--- src/rtl/btn_pkg.sv ---
// Shared types and default timing constants for the push-button front end.
package btn_pkg;

  typedef enum logic [0:0] {
    IDLE = 1'b0,
    HOLD = 1'b1
  } arb_state_t;

  // Defaults sized for a 100 MHz clock: 1 ms sample period, 20 ms settle time.
  localparam int DEF_TICK_DIV     = 100000;
  localparam int DEF_STABLE_TICKS = 20;

endpackage

--- src/rtl/button_event_ctrl_if.sv ---
// Valid/ready event port carrying the index of a newly pressed button.
interface button_event_ctrl_if #(
  parameter int IDX_W = 2
);

  logic             evt_valid;
  logic [IDX_W-1:0] evt_idx;
  logic             evt_ready;

  modport master (
    output evt_valid,
    output evt_idx,
    input  evt_ready
  );

  modport slave (
    input  evt_valid,
    input  evt_idx,
    output evt_ready
  );

endinterface

--- src/rtl/debounce_slot.sv ---
// One debounce channel: accepts a new level after STABLE_TICKS consecutive
// disagreeing samples, and flags the accepting edge of a 0->1 change.
module debounce_slot
  import btn_pkg::*;
#(
  parameter int STABLE_TICKS = DEF_STABLE_TICKS
) (
  input  logic clk,
  input  logic rst,
  input  logic tick,
  input  logic btn_s,
  output logic level,
  output logic rise
);

  localparam int STAB_W = $clog2(STABLE_TICKS + 1);

  logic [STAB_W-1:0] stab;
  logic              accept;

  // Decoded combinationally so the press is visible on the same edge the level flips.
  assign accept = tick && (btn_s != level) && (stab == STAB_W'(STABLE_TICKS - 1));
  assign rise   = accept && !level;

  always_ff @(posedge clk or posedge rst) begin
    if (rst) begin
      level <= 1'b0;
      stab  <= '0;
    end else if (tick) begin
      if (btn_s == level) begin
        stab <= '0;
      end else if (accept) begin
        level <= ~level;
        stab  <= '0;
      end else begin
        stab <= stab + STAB_W'(1);
      end
    end
  end

endmodule

--- src/rtl/button_event_ctrl.sv ---
// Push-button front end: synchronise, debounce, queue presses and hand them
// to the CPU I/O logic one at a time through a round-robin arbiter.
module button_event_ctrl
  import btn_pkg::*;
#(
  parameter int N_BTN        = 4,
  parameter int TICK_DIV     = DEF_TICK_DIV,
  parameter int STABLE_TICKS = DEF_STABLE_TICKS,
  parameter int IDX_W        = $clog2(N_BTN)
) (
  input  logic                 clk,
  input  logic                 rst,
  input  logic [N_BTN-1:0]     btn_raw,
  output logic [N_BTN-1:0]     level,
  output logic                 overrun,
  input  logic                 overrun_clr,
  button_event_ctrl_if.master  evt
);

  localparam int CNT_W = (TICK_DIV > 1) ? $clog2(TICK_DIV) : 1;

  function automatic logic [IDX_W-1:0] next_idx(input logic [IDX_W-1:0] i);
    return (i == IDX_W'(N_BTN - 1)) ? '0 : i + IDX_W'(1);
  endfunction

  logic [N_BTN-1:0] btn_meta;
  logic [N_BTN-1:0] btn_s;
  logic [CNT_W-1:0] presc;
  logic             tick;
  logic [N_BTN-1:0] rise;
  logic [N_BTN-1:0] pending;
  logic [N_BTN-1:0] clr_mask;
  logic             lost;
  arb_state_t       state;
  logic [IDX_W-1:0] ptr;
  logic             grant_found;
  logic [IDX_W-1:0] grant_idx;
  logic [IDX_W-1:0] cand;
  logic             grant_fire;
  logic             evt_valid_q;
  logic [IDX_W-1:0] evt_idx_q;

  assign evt.evt_valid = evt_valid_q;
  assign evt.evt_idx   = evt_idx_q;

  // NOTE: sequential state is assigned with <= so every flop samples pre-edge values.
  always_ff @(posedge clk or posedge rst) begin
    if (rst) begin
      btn_meta <= '0;
      btn_s    <= '0;
    end else begin
      btn_meta <= btn_raw;
      btn_s    <= btn_meta;
    end
  end

  always_ff @(posedge clk or posedge rst) begin
    if (rst) begin
      presc <= '0;
    end else if (tick) begin
      presc <= '0;
    end else begin
      presc <= presc + CNT_W'(1);
    end
  end

  assign tick = (presc == CNT_W'(TICK_DIV - 1));

  for (genvar i = 0; i < N_BTN; i++) begin : g_slot
    debounce_slot #(
      .STABLE_TICKS(STABLE_TICKS)
    ) u_slot (
      .clk   (clk),
      .rst   (rst),
      .tick  (tick),
      .btn_s (btn_s[i]),
      .level (level[i]),
      .rise  (rise[i])
    );
  end

  // Round-robin search starts just above the last granted index.
  // NOTE: every always_comb output gets a default first, so no latch is inferred.
  always_comb begin
    grant_found = 1'b0;
    grant_idx   = '0;
    cand        = next_idx(ptr);
    for (int k = 0; k < N_BTN; k++) begin
      if (!grant_found && pending[cand]) begin
        grant_found = 1'b1;
        grant_idx   = cand;
      end
      cand = next_idx(cand);
    end
  end

  assign grant_fire = (state == IDLE) && grant_found;
  assign clr_mask   = grant_fire ? (N_BTN'(1) << grant_idx) : '0;
  // A press arriving on its own grant edge re-arms the bit and is not a loss.
  assign lost       = |(rise & pending & ~clr_mask);

  always_ff @(posedge clk or posedge rst) begin
    if (rst) begin
      pending <= '0;
      overrun <= 1'b0;
    end else begin
      pending <= (pending & ~clr_mask) | rise;
      if (lost) begin
        overrun <= 1'b1;
      end else if (overrun_clr) begin
        overrun <= 1'b0;
      end
    end
  end

  always_ff @(posedge clk or posedge rst) begin
    if (rst) begin
      state       <= IDLE;
      ptr         <= IDX_W'(N_BTN - 1);
      evt_valid_q <= 1'b0;
      evt_idx_q   <= '0;
    end else begin
      case (state)
        IDLE: begin
          if (grant_found) begin
            evt_valid_q <= 1'b1;
            evt_idx_q   <= grant_idx;
            ptr         <= grant_idx;
            state       <= HOLD;
          end
        end
        HOLD: begin
          if (evt_valid_q && evt.evt_ready) begin
            evt_valid_q <= 1'b0;
            state       <= IDLE;
          end
        end
        default: state <= IDLE;
      endcase
    end
  end

endmodule

--- src/flat_wrapper.sv ---
// flat-port wrapper written by rule: the top's interface ports become plain ports
module button_event_ctrl_flat import btn_pkg::*;
#(
  parameter int N_BTN        = 4,
  parameter int TICK_DIV     = DEF_TICK_DIV,
  parameter int STABLE_TICKS = DEF_STABLE_TICKS,
  parameter int IDX_W        = $clog2(N_BTN)
)
  (clk, rst, btn_raw, level, overrun, overrun_clr, evt_evt_valid, evt_evt_idx, evt_evt_ready);
  button_event_ctrl_if #(.IDX_W(IDX_W)) evt_i ();
  input  logic clk;
  input  logic rst;
  input  logic [N_BTN-1:0] btn_raw;
  output logic [N_BTN-1:0] level;
  output logic overrun;
  input  logic overrun_clr;
  output wire logic [$bits(evt_i.evt_valid)-1:0] evt_evt_valid;
  output wire logic [$bits(evt_i.evt_idx)-1:0] evt_evt_idx;
  input wire logic [$bits(evt_i.evt_ready)-1:0] evt_evt_ready;
  assign evt_evt_valid = evt_i.evt_valid;
  assign evt_evt_idx = evt_i.evt_idx;
  assign evt_i.evt_ready = evt_evt_ready;
  button_event_ctrl #(.N_BTN(N_BTN), .TICK_DIV(TICK_DIV), .STABLE_TICKS(STABLE_TICKS), .IDX_W(IDX_W)) u_core (.clk(clk), .rst(rst), .btn_raw(btn_raw), .level(level), .overrun(overrun), .overrun_clr(overrun_clr), .evt(evt_i));
endmodule
--- config.mk ---
export PLATFORM = sky130hd
export DESIGN_NAME = button_event_ctrl_flat
export DESIGN_NICKNAME = d
export VERILOG_FILES = /design/src/rtl/btn_pkg.sv /design/src/rtl/button_event_ctrl_if.sv /design/src/rtl/debounce_slot.sv /design/src/rtl/button_event_ctrl.sv /design/src/flat_wrapper.sv
export SDC_FILE = /design/constraint.sdc
export NUM_CORES = 1
export LEC_CHECK = 0
export BUFFER_PORTS_ARGS = -buffer_cell sky130_fd_sc_hd__buf_2
export CORE_MARGIN = 5
export CORE_UTILIZATION = 45
export DETAILED_ROUTE_END_ITERATION = 12
export GPL_TIMING_DRIVEN = 0
export PLACE_DENSITY_LB_ADDON = 0.3
export SETUP_SLACK_MARGIN = 0.5
export SLEW_MARGIN = 10
export SYNTH_ARGS = -nofsm -noshare
export SYNTH_HDL_FRONTEND = slang
export SYNTH_SLANG_ARGS = --single-unit
--- constraint.sdc ---
create_clock -name clk -period 2.08 [get_ports clk]
set_clock_uncertainty 0.15 [all_clocks]
set_input_delay 0.416 -clock clk [delete_from_list [all_inputs] [get_ports clk]]
set_output_delay 0.416 -clock clk [all_outputs]
set_load 0.05 [all_outputs]
==> results of run 1 <==
==> sequential cells by signal (all words and copies together), names as in the netlist <==
register and count:
u_core.ptr 2, u_core.btn_s 4, u_core.pending 4, u_core.state 1
u_core.g_slot.u_slot.level 4, u_core.evt.evt_valid 1, u_core.g_slot.u_slot.stab 20, u_core.presc 17
u_core.overrun 1, u_core.btn_meta 4, u_core.evt.evt_idx 2
==> power by group through the flow <==
| stage | clock network (W) | logic, W | registers, W |
|---|---|---|---|
| final | 0.000926 | 0.0000611 | 0.00119 |
| after CTS | 0.000946 | 0.0000603 | 0.00119 |
| after global routing | 0.000995 | 0.0000692 | 0.00119 |
| after detailed placement | 0 | 0.0000576 | 0.00121 |
| after floorplan | 0 | 0.0000358 | 0.00121 |
| after global placement | 0 | 0.0000518 | 0.00121 |
==> worst reg2reg max path: cells and delay by family, from the launching register on <==
family | cells | cell delay, ps
compound gates | 2 | 500
fa+ha+maj | 1 | 230
flops | 1 | 570
simple gates | 3 | 550
==> layout make-up <==
type,count,share of cell area [%]
buffer,10,2.713
clock buffer,14,3.635
clock inverter,2,0.2237
inverter,11,1.007
multi-input combinational,206,41.78
sequential,60,33.78
tap,77,2.153
timing repair buffer,63,14.71
==> per-stage QoR <==
stage / power, W / util (%) / area (sq um) / setup slack, ps
after CTS: 0.002194 / 62.94 / 3996 / 32.55
final: 0.002175 / 70.46 / 4474 / -61.93
after floorplan: 0.001242 / - / 3053 / 38.45
after global placement: 0.001260 / 50.78 / 3224 / -201.5
after global routing: 0.002252 / 70.46 / 4474 / -125.9
after detailed placement: 0.001266 / 51.09 / 3244 / -256.0
==> metal layers <==
| layer | track usage, % | vias to the layer above | wire length [um] |
|---|---|---|---|
| met5 | 0 | - | 0 |
| met4 | 6.479 | 0 | 135 |
| met3 | 4.583 | 12 | 231 |
| met2 | 29.00 | 45 | 4302 |
| met1 | 21.29 | 1266 | 3186 |
| li1 | - | 1167 | - |
==> repair_timing <==
item	4_1_cts	5_1_grt
cloned	5	0
resized for setup	66	82
hold endpoints to repair	23	0
setup endpoints to repair	50	52
hold buffers	1	0
buffers inserted	25	16
pin swaps	25	26
==> synthesized netlist by cell type, types with 3 or more instances <==
library cell and number:
dfrtp_1 58, nand2_1 33, nor2_1 19, o21ai_1 19
nand3_1 14, xnor2_1 13, inv_1 11, nand2b_1 7
a21oi_1 6, ha_1 6, nand3b_1 6, o22ai_1 6
a21o_1 5, and4_1 5, nor2b_1 5, xor2_1 5
buf_2 4, buf_4 4, mux2_1 4, nand4_1 4
o21ai_0 4, or3_1 4, and2_1 3, and3_1 3
o31ai_1 3
==> logic make-up (layout without fill, tap and decap cells) <==
family | after synthesis | after routing
XOR/XNOR | 18 | 18
multiplexers | 6 | 6
flip-flops | 60 | 60
AO/OA/AOI/OAI | 56 | 56
buffers and inverters | 21 | 100
adder cells (fa/ha/maj) | 6 | 6
AND/OR/NAND/NOR | 120 | 120
==> path summary, 6_finish.rpt <==
| check | start | to | slack, ps | depth (start not counted) |
|---|---|---|---|---|
| worst max-delay path | u_core.ptr[0]$_DFFE_PP1P_ | u_core.overrun$_DFFE_PP0P_ | -60 | 6 |
| worst min-delay path | btn_raw[3] | u_core.btn_meta[3]$_DFF_PP0_ | 40 | 1 |
| worst max register to register | u_core.ptr[0]$_DFFE_PP1P_ | u_core.overrun$_DFFE_PP0P_ | -60 | 6 |
| worst min register to register | u_core.btn_meta[1]$_DFF_PP0_ | u_core.btn_s[1]$_DFF_PP0_ | 200 | 0 |
| max in group asynchronous | rst | u_core.ptr[1]$_DFFE_PP1P_ | 640 | 4 |
| min in group asynchronous | rst | u_core.btn_meta[0]$_DFF_PP0_ | 520 | 3 |
==> insert_results.sql, run 1 <==
INSERT INTO impl_metrics (metric_group, metric, value, unit) VALUES
('timing', 'hold_slack', '37.05', 'ps'),
('clocking', 'cts_inserted_buffers', '9', ''),
('timing', 'total_neg_setup_slack', '-61.93', 'ps'),
('status', 'failed_checks', 'setup timing', ''),
('finish', 'layout.cells.most_common_list', 'dfrtp_1 (52), buf_6 (24), buf_4 (22), nand2_1 (16), nand3_1 (12)', ''),
('drt', 'wl_final', '7855', 'um'),
('timing', 'final.setup.worst_slack', '-61.93', 'ps'),
('yosys', 'yosysTopAreaCell', 'dfrtp_1', ''),
('drt', 'routed-via-count', '2490', ''),
('setup_path', 'worstPathBufferInverterCount', '0', ''),
('die', 'fp.dieArea', '0.008256', 'sq mm'),
('finish', 'mostFrequentLayoutCell', 'dfrtp_1', ''),
('pwr', 'fraction_of_power_consumed_by_combinational_cells', '2.8', '%'),
('status', 'status', 'complete, but fails checks', ''),
('yosys', 'share_of_the_synthesized_area_in_the_top_cell_type', '49.32', '%'),
('yosys', 'synth_ff_type', 'dfrtp_1', ''),
('yosys', 'synth_top_family_by_area', 'simple AND/OR/NAND/NOR gates', ''),
('setup_path', 'timing.critical_path.slowest_cell_delay', '570', 'ps'),
('yosys', 'synth_adder_area_share', '2.551', '%'),
('place', 'numPortBuffers', '15', ''),
('yosys', 'yosysUniqueCellTypes', '53', ''),
('yosys', 'synth_compound_gate_area_share', '12.67', '%'),
('yosys', 'post_synth_inst_count', '287', ''),
('timing', 'timing.fmax', '466.9', 'MHz'),
('timing', 'tightestPinTransition', '538.4', 'ps'),
('clocking', 'clk_path_buf_depth', '2', ''),
('setup_path', 'crit_fanout', '6', ''),
('die', 'initial_core_util', '46.34', '%'),
('yosys', 'netlist_top_cells_area', 'dfrtp_1 (49%), nand2_1 (4.2%), xnor2_1 (3.9%), o21ai_1 (3.2%), ha_1 (2.6%)', ''),
('finish', 'fin_cells', '443', ''),
('yosys', 'synth_enable_flop_cells', '0', ''),
('global_routing', 'number_of_antenna_violations_at_the_first_check_in_global_routing', '0', ''),
('flow_run', 'maxCapViolations', '0', ''),
('setup_path', 'worstSetupPathType', 'flip-flop to flip-flop', ''),
('pwr', 'p_leak', '1.988', 'nW'),
('pwr', 'cellInternalPower', '0.001694', 'W'),
('clocking', 'cts_tree', 'built', ''),
('pwr', 'power.clock.fraction', '42.6', '%'),
('pwr', 'peak_vdd_ir', '0.4085', 'mV'),
('setup_path', 'worst_path_dominant_cell_family', 'flip-flops', ''),
('yosys', 'synth_nets', '301', ''),
('drt', 'count_of_routing_violations_after_the_opening_detailed_route_iteration', '109', ''),
('global_routing', 'globalRouteOverflowTotal', '0', ''),
('hold_path', 'hold_path_class', 'primary input to flip-flop', ''),
('setup_path', 'setup_crit_start_kind', 'flip-flop', ''),
('clocking', 'cts_root_buf', 'clkbuf_8', ''),
('die', 'dieWidth', '90.87', 'um'),
('clocking', 'cts.sinks', '60', ''),
('finish', 'final.fill_count', '435', ''),
('global_routing', 'grt.total_usage', '17.30', '%'),
('global_routing', 'grt_max_degree', '38', ''),
('yosys', 'synth.yosys.warnings', '0', ''),
('finish', 'drive_gt1_share', '50.27', '%'),
('setup_path', 'worst-endpoint-arrival', '2190', 'ps'),
('yosys', 'synth_mux_area_share', '2.253', '%'),
('timing', 'hold_viol', '0', ''),
('drt', 'via_per_inst', '5.621', ''),
('yosys', 'synth-async-reset-ratio', '100.0', '%'),
('yosys', 'synth.ff_latch_count', '60', ''),
('timing', 'finalSetupViolCount', '1', ''),
('finish', 'multiInputGateArea', '0.001869', 'sq mm'),
('yosys', 'synth-seq-area-share', '51.11', '%'),
('die', 'ioPinCount', '16', ''),
('drt', 'detailedRoute.firstPassIterationCount', '4', ''),
('setup_path', 'cp_slowest_cell', 'dfstp_2', ''),
('timing', 'maxSlewHeadroom', '64.03', '%'),
('setup_path', 'chain_of_cells_forming_the_critical_path', 'ha_4, nor2b_4, o311ai_4, nor4bb_4, o32a_1, nand3_1', ''),
('pwr', 'seq_power_share', '54.6', '%'),
('place', 'place.detailed.instances', '380', ''),
('yosys', 'post_synth_simple_gate_area', '22.70', '%'),
('clocking', 'clkTransAtPathRegs', '60', 'ps');
(Power assumes the default switching activity.)
==> run 2, diff against run 1 <==
Settings changed: MAX_ROUTING_LAYER set to met4.
==> run 2 against run 1 <==
Compared with the run above: clock-buffer cell count is the same; first-iteration DRC count grew 29%; final cell count is the same; maximum frequency up 0.28%; largest cell class unchanged; the flow still finishes with violations (setup timing); critical path type unchanged; register-to-register slack hardly changed; wire length grew 0.80%; largest power group unchanged; combinational power up 0.8%.
==> insert_results.sql, run 2 (synthesis gave the netlist of run 1 again) <==
INSERT INTO impl_metrics (metric_group, metric, value, unit) VALUES
('status', 'status', 'complete, but fails checks', ''),
('status', 'failed_checks', 'setup timing', ''),
('setup_path', 'reg2reg_to', 'u_core.overrun$_DFFE_PP0P_', ''),
('global_routing', 'grt_util_met2', '28.93', '%'),
('die', 'row_count', '29', ''),
('timing', 'finalMaxSlewViolations', '0', ''),
('hold_path', 'critical_hold_path_startpoint', 'btn_raw[0]', ''),
('hold_path', 'hold_path_class', 'primary input to flip-flop', ''),
('timing', 'final.setup.worst_slack', '-55.98', 'ps'),
('setup_path', 'timing.critical_path.depth', '6', ''),
('die', 'fp.dieArea', '0.008256', 'sq mm'),
('timing', 'grt_setup_unrepaired', 'yes', ''),
('timing', 'hold_viol', '0', ''),
('finish', 'insertedDiodeCount', '0', ''),
('timing', 'finalCriticalPeriod', '2136', 'ps'),
('finish', 'registers.top_by_ff_count', 'u_core.g_slot.u_slot.stab', ''),
('die', 'core_area', '0.006350', 'sq mm'),
('pwr', 'power_per_cell_area', '484.8', 'mW/mm^2'),
('setup_path', 'worst_path_dominant_cell_family', 'flip-flops', ''),
('flow_run', 'maxCapViolations', '0', ''),
('setup_path', 'worstSetupPathType', 'flip-flop to flip-flop', ''),
('finish', 'largest_register_ffs', '20', ''),
('clocking', 'cts_tree', 'built', ''),
('die', 'ioPinCount', '16', ''),
('drt', 'drt_drc_violations_left', '0', ''),
('finish', 'multiInputGateArea', '0.001872', 'sq mm'),
('finish', 'finalInstanceArea', '0.004487', 'sq mm'),
('setup_path', 'timing.critical_path.slowest_cell_delay', '570', 'ps'),
('global_routing', 'grt.total_usage', '17.88', '%'),
('global_routing', 'layer_with_the_highest_usage_after_global_routing', 'met2', ''),
('setup_path', 'worst-endpoint-required', '2130', 'ps'),
('global_routing', 'globalRouteMet3Util', '5.833', '%'),
('timing', 'post-route-period-util', '102.7', '%'),
('drt', 'postRouteAntennaNets', '0', ''),
('place', 'numPortBuffers', '15', ''),
('finish', 'area_growth', '52.47', '%'),
('setup_path', 'worst_setup_path_end_kind', 'flip-flop', ''),
('clocking', 'insertion_delay', '330', 'ps'),
('drt', 'routed-via-count', '2506', ''),
('setup_path', 'worstRegToRegCells', '6', ''),
('clocking', 'clk_path_buf_depth', '2', ''),
('timing', 'finalSetupViolCount', '1', ''),
('die', 'dieWidth', '90.87', 'um'),
('setup_path', 'cp_slowest_cell', 'dfstp_2', ''),
('setup_path', 'r2r_slack', '-60', 'ps'),
('clocking', 'cts_inserted_buffers', '9', ''),
('global_routing', 'grt_first_pass_wirelength', '11610', 'um'),
('drt', 'wl_final', '7918', 'um'),
('timing', 'total_neg_setup_slack', '-55.98', 'ps'),
('clocking', 'clkTransAtPathRegs', '60', 'ps'),
('pwr', 'peak_vdd_ir', '0.4087', 'mV'),
('finish', 'top_regs', 'u_core.g_slot.u_slot.stab (20), u_core.presc (17)', ''),
('pwr', 'finalPower', '0.002175', 'W'),
('setup_path', 'crit-reg2reg-launch', 'u_core.ptr[0]$_DFFE_PP1P_', ''),
('finish', 'fin_nets', '375', ''),
('finish', 'final.fill_count', '437', ''),
('global_routing', 'grt.met1_usage', '21.45', '%'),
('die', 'dieHeight', '90.87', 'um'),
('setup_path', 'crit_fanout', '6', ''),
('clocking', 'cts.sinks', '60', ''),
('global_routing', 'grt_max_degree', '38', ''),
('timing', 'tightestPinTransition', '539.2', 'ps'),
('setup_path', 'worstPathBufferInverterCount', '0', ''),
('global_routing', 'globalRouteOverflowTotal', '0', ''),
('place', 'placed_area', '0.003244', 'sq mm'),
('setup_path', 'chain_of_cells_forming_the_critical_path', 'ha_4, nor2b_4, o311ai_4, nor4bb_4, o32a_1, nand3_1', ''),
('drt', 'via_per_inst', '5.657', ''),
('timing', 'maxSlewHeadroom', '63.98', '%'),
('drt', 'detailedRoute.firstPassIterationCount', '7', ''),
('setup_path', 'startpoint', 'u_core.ptr[0]$_DFFE_PP1P_', ''),
('place', 'place.detailed.hpwl', '3879', 'um'),
('setup_path', 'setup_crit_start_kind', 'flip-flop', ''),
('pwr', 'p_leak', '1.989', 'nW'),
('timing', 'hold_slack', '38.28', 'ps'),
('drt', 'count_of_routing_violations_after_the_opening_detailed_route_iteration', '141', ''),
('setup_path', 'critical_path.endpoint', 'u_core.overrun$_DFFE_PP0P_', ''),
('finish', 'mostFrequentLayoutCell', 'dfrtp_1', ''),
('place', 'pre_cts_worst_setup_slack', '-256.0', 'ps'),
('setup_path', 'worst-endpoint-arrival', '2190', 'ps'),
('timing', 'timing.fmax', '468.2', 'MHz'),
('clocking', 'htreeDepth', '3', ''),
('die', 'initial_core_util', '46.34', '%'),
('clocking', 'cts_root_buf', 'clkbuf_8', ''),
('global_routing', 'first_global_vias', '2378', ''),
('place', 'final_gp_congestion', '0.8570', ''),
('finish', 'layout.cells.most_common_list', 'dfrtp_1 (52), buf_6 (24), buf_4 (21), nand2_1 (15), nand3_1 (12)', ''),
('finish', 'register_area', '0.001511', 'sq mm'),
('finish', 'drive_gt1_share', '50.55', '%'),
('global_routing', 'number_of_antenna_violations_at_the_first_check_in_global_routing', '0', ''),
('drt', 'routed_wirelength_normalized_by_instance_count', '17.87', 'um');
[run 2: cell count changes in the layout (fill, tap and decap cells not counted), sizes merged]
cell,change
buf,-1
clkbuf,+1
[run 2: routing by layer]
layer  up-vias  share of wire [%]
met5         -                  0
met4         0                1.9
met3        22                3.5
met2        55                 54
met1      1260                 41
li1       1169                  -
[run 2: timing repair]
action,CTS,global route
resized for setup,66,86
pin swaps,25,26
setup endpoints to repair,50,54
hold buffers,1,0
gates cloned,5,0
hold endpoints to repair,23,0
setup buffers,25,16
[run 2: worst min-delay path by stage]
| stage | to | depth (start not counted) | slack, ps |
|---|---|---|---|
| 6_report | u_core.btn_meta[0]$_DFF_PP0_ | 1 | 40 |
| 5_1_grt | u_core.btn_meta[3]$_DFF_PP0_ | 1 | 10 |
| 4_1_cts | u_core.btn_meta[0]$_DFF_PP0_ | 1 | 20 |
| 3_5_place_dp | u_core.btn_s[0]$_DFF_PP0_ | 0 | 190 |
| 3_3_place_gp | u_core.btn_s[0]$_DFF_PP0_ | 0 | 180 |
| 2_1_floorplan | u_core.btn_s[0]$_DFF_PP0_ | 0 | 180 |
[run 2: layout make-up]
cell class,instances,share of cell area (%)
Multi-Input combinational cell,206,41.72
Sequential cell,60,33.69
Timing Repair Buffer,63,14.81
Clock buffer,14,3.625
Buffer,10,2.789
Tap cell,77,2.147
Inverter,11,1.004
Clock inverter,2,0.2231
[run 2: stage by stage]
step | instances | util, %
after floorplan | 287 | -
final | 443 | 70.66
after global placement | 379 | 50.78
after CTS | 427 | 62.94
after detailed placement | 380 | 51.09
after global routing | 443 | 70.66
[run 2: report_power, final]
group          switching [W]  total (W)  internal (W)
Clock               0.000431   0.000926      0.000495
Combinational      0.0000407  0.0000616     0.0000210
Sequential        0.00000989    0.00119       0.00118
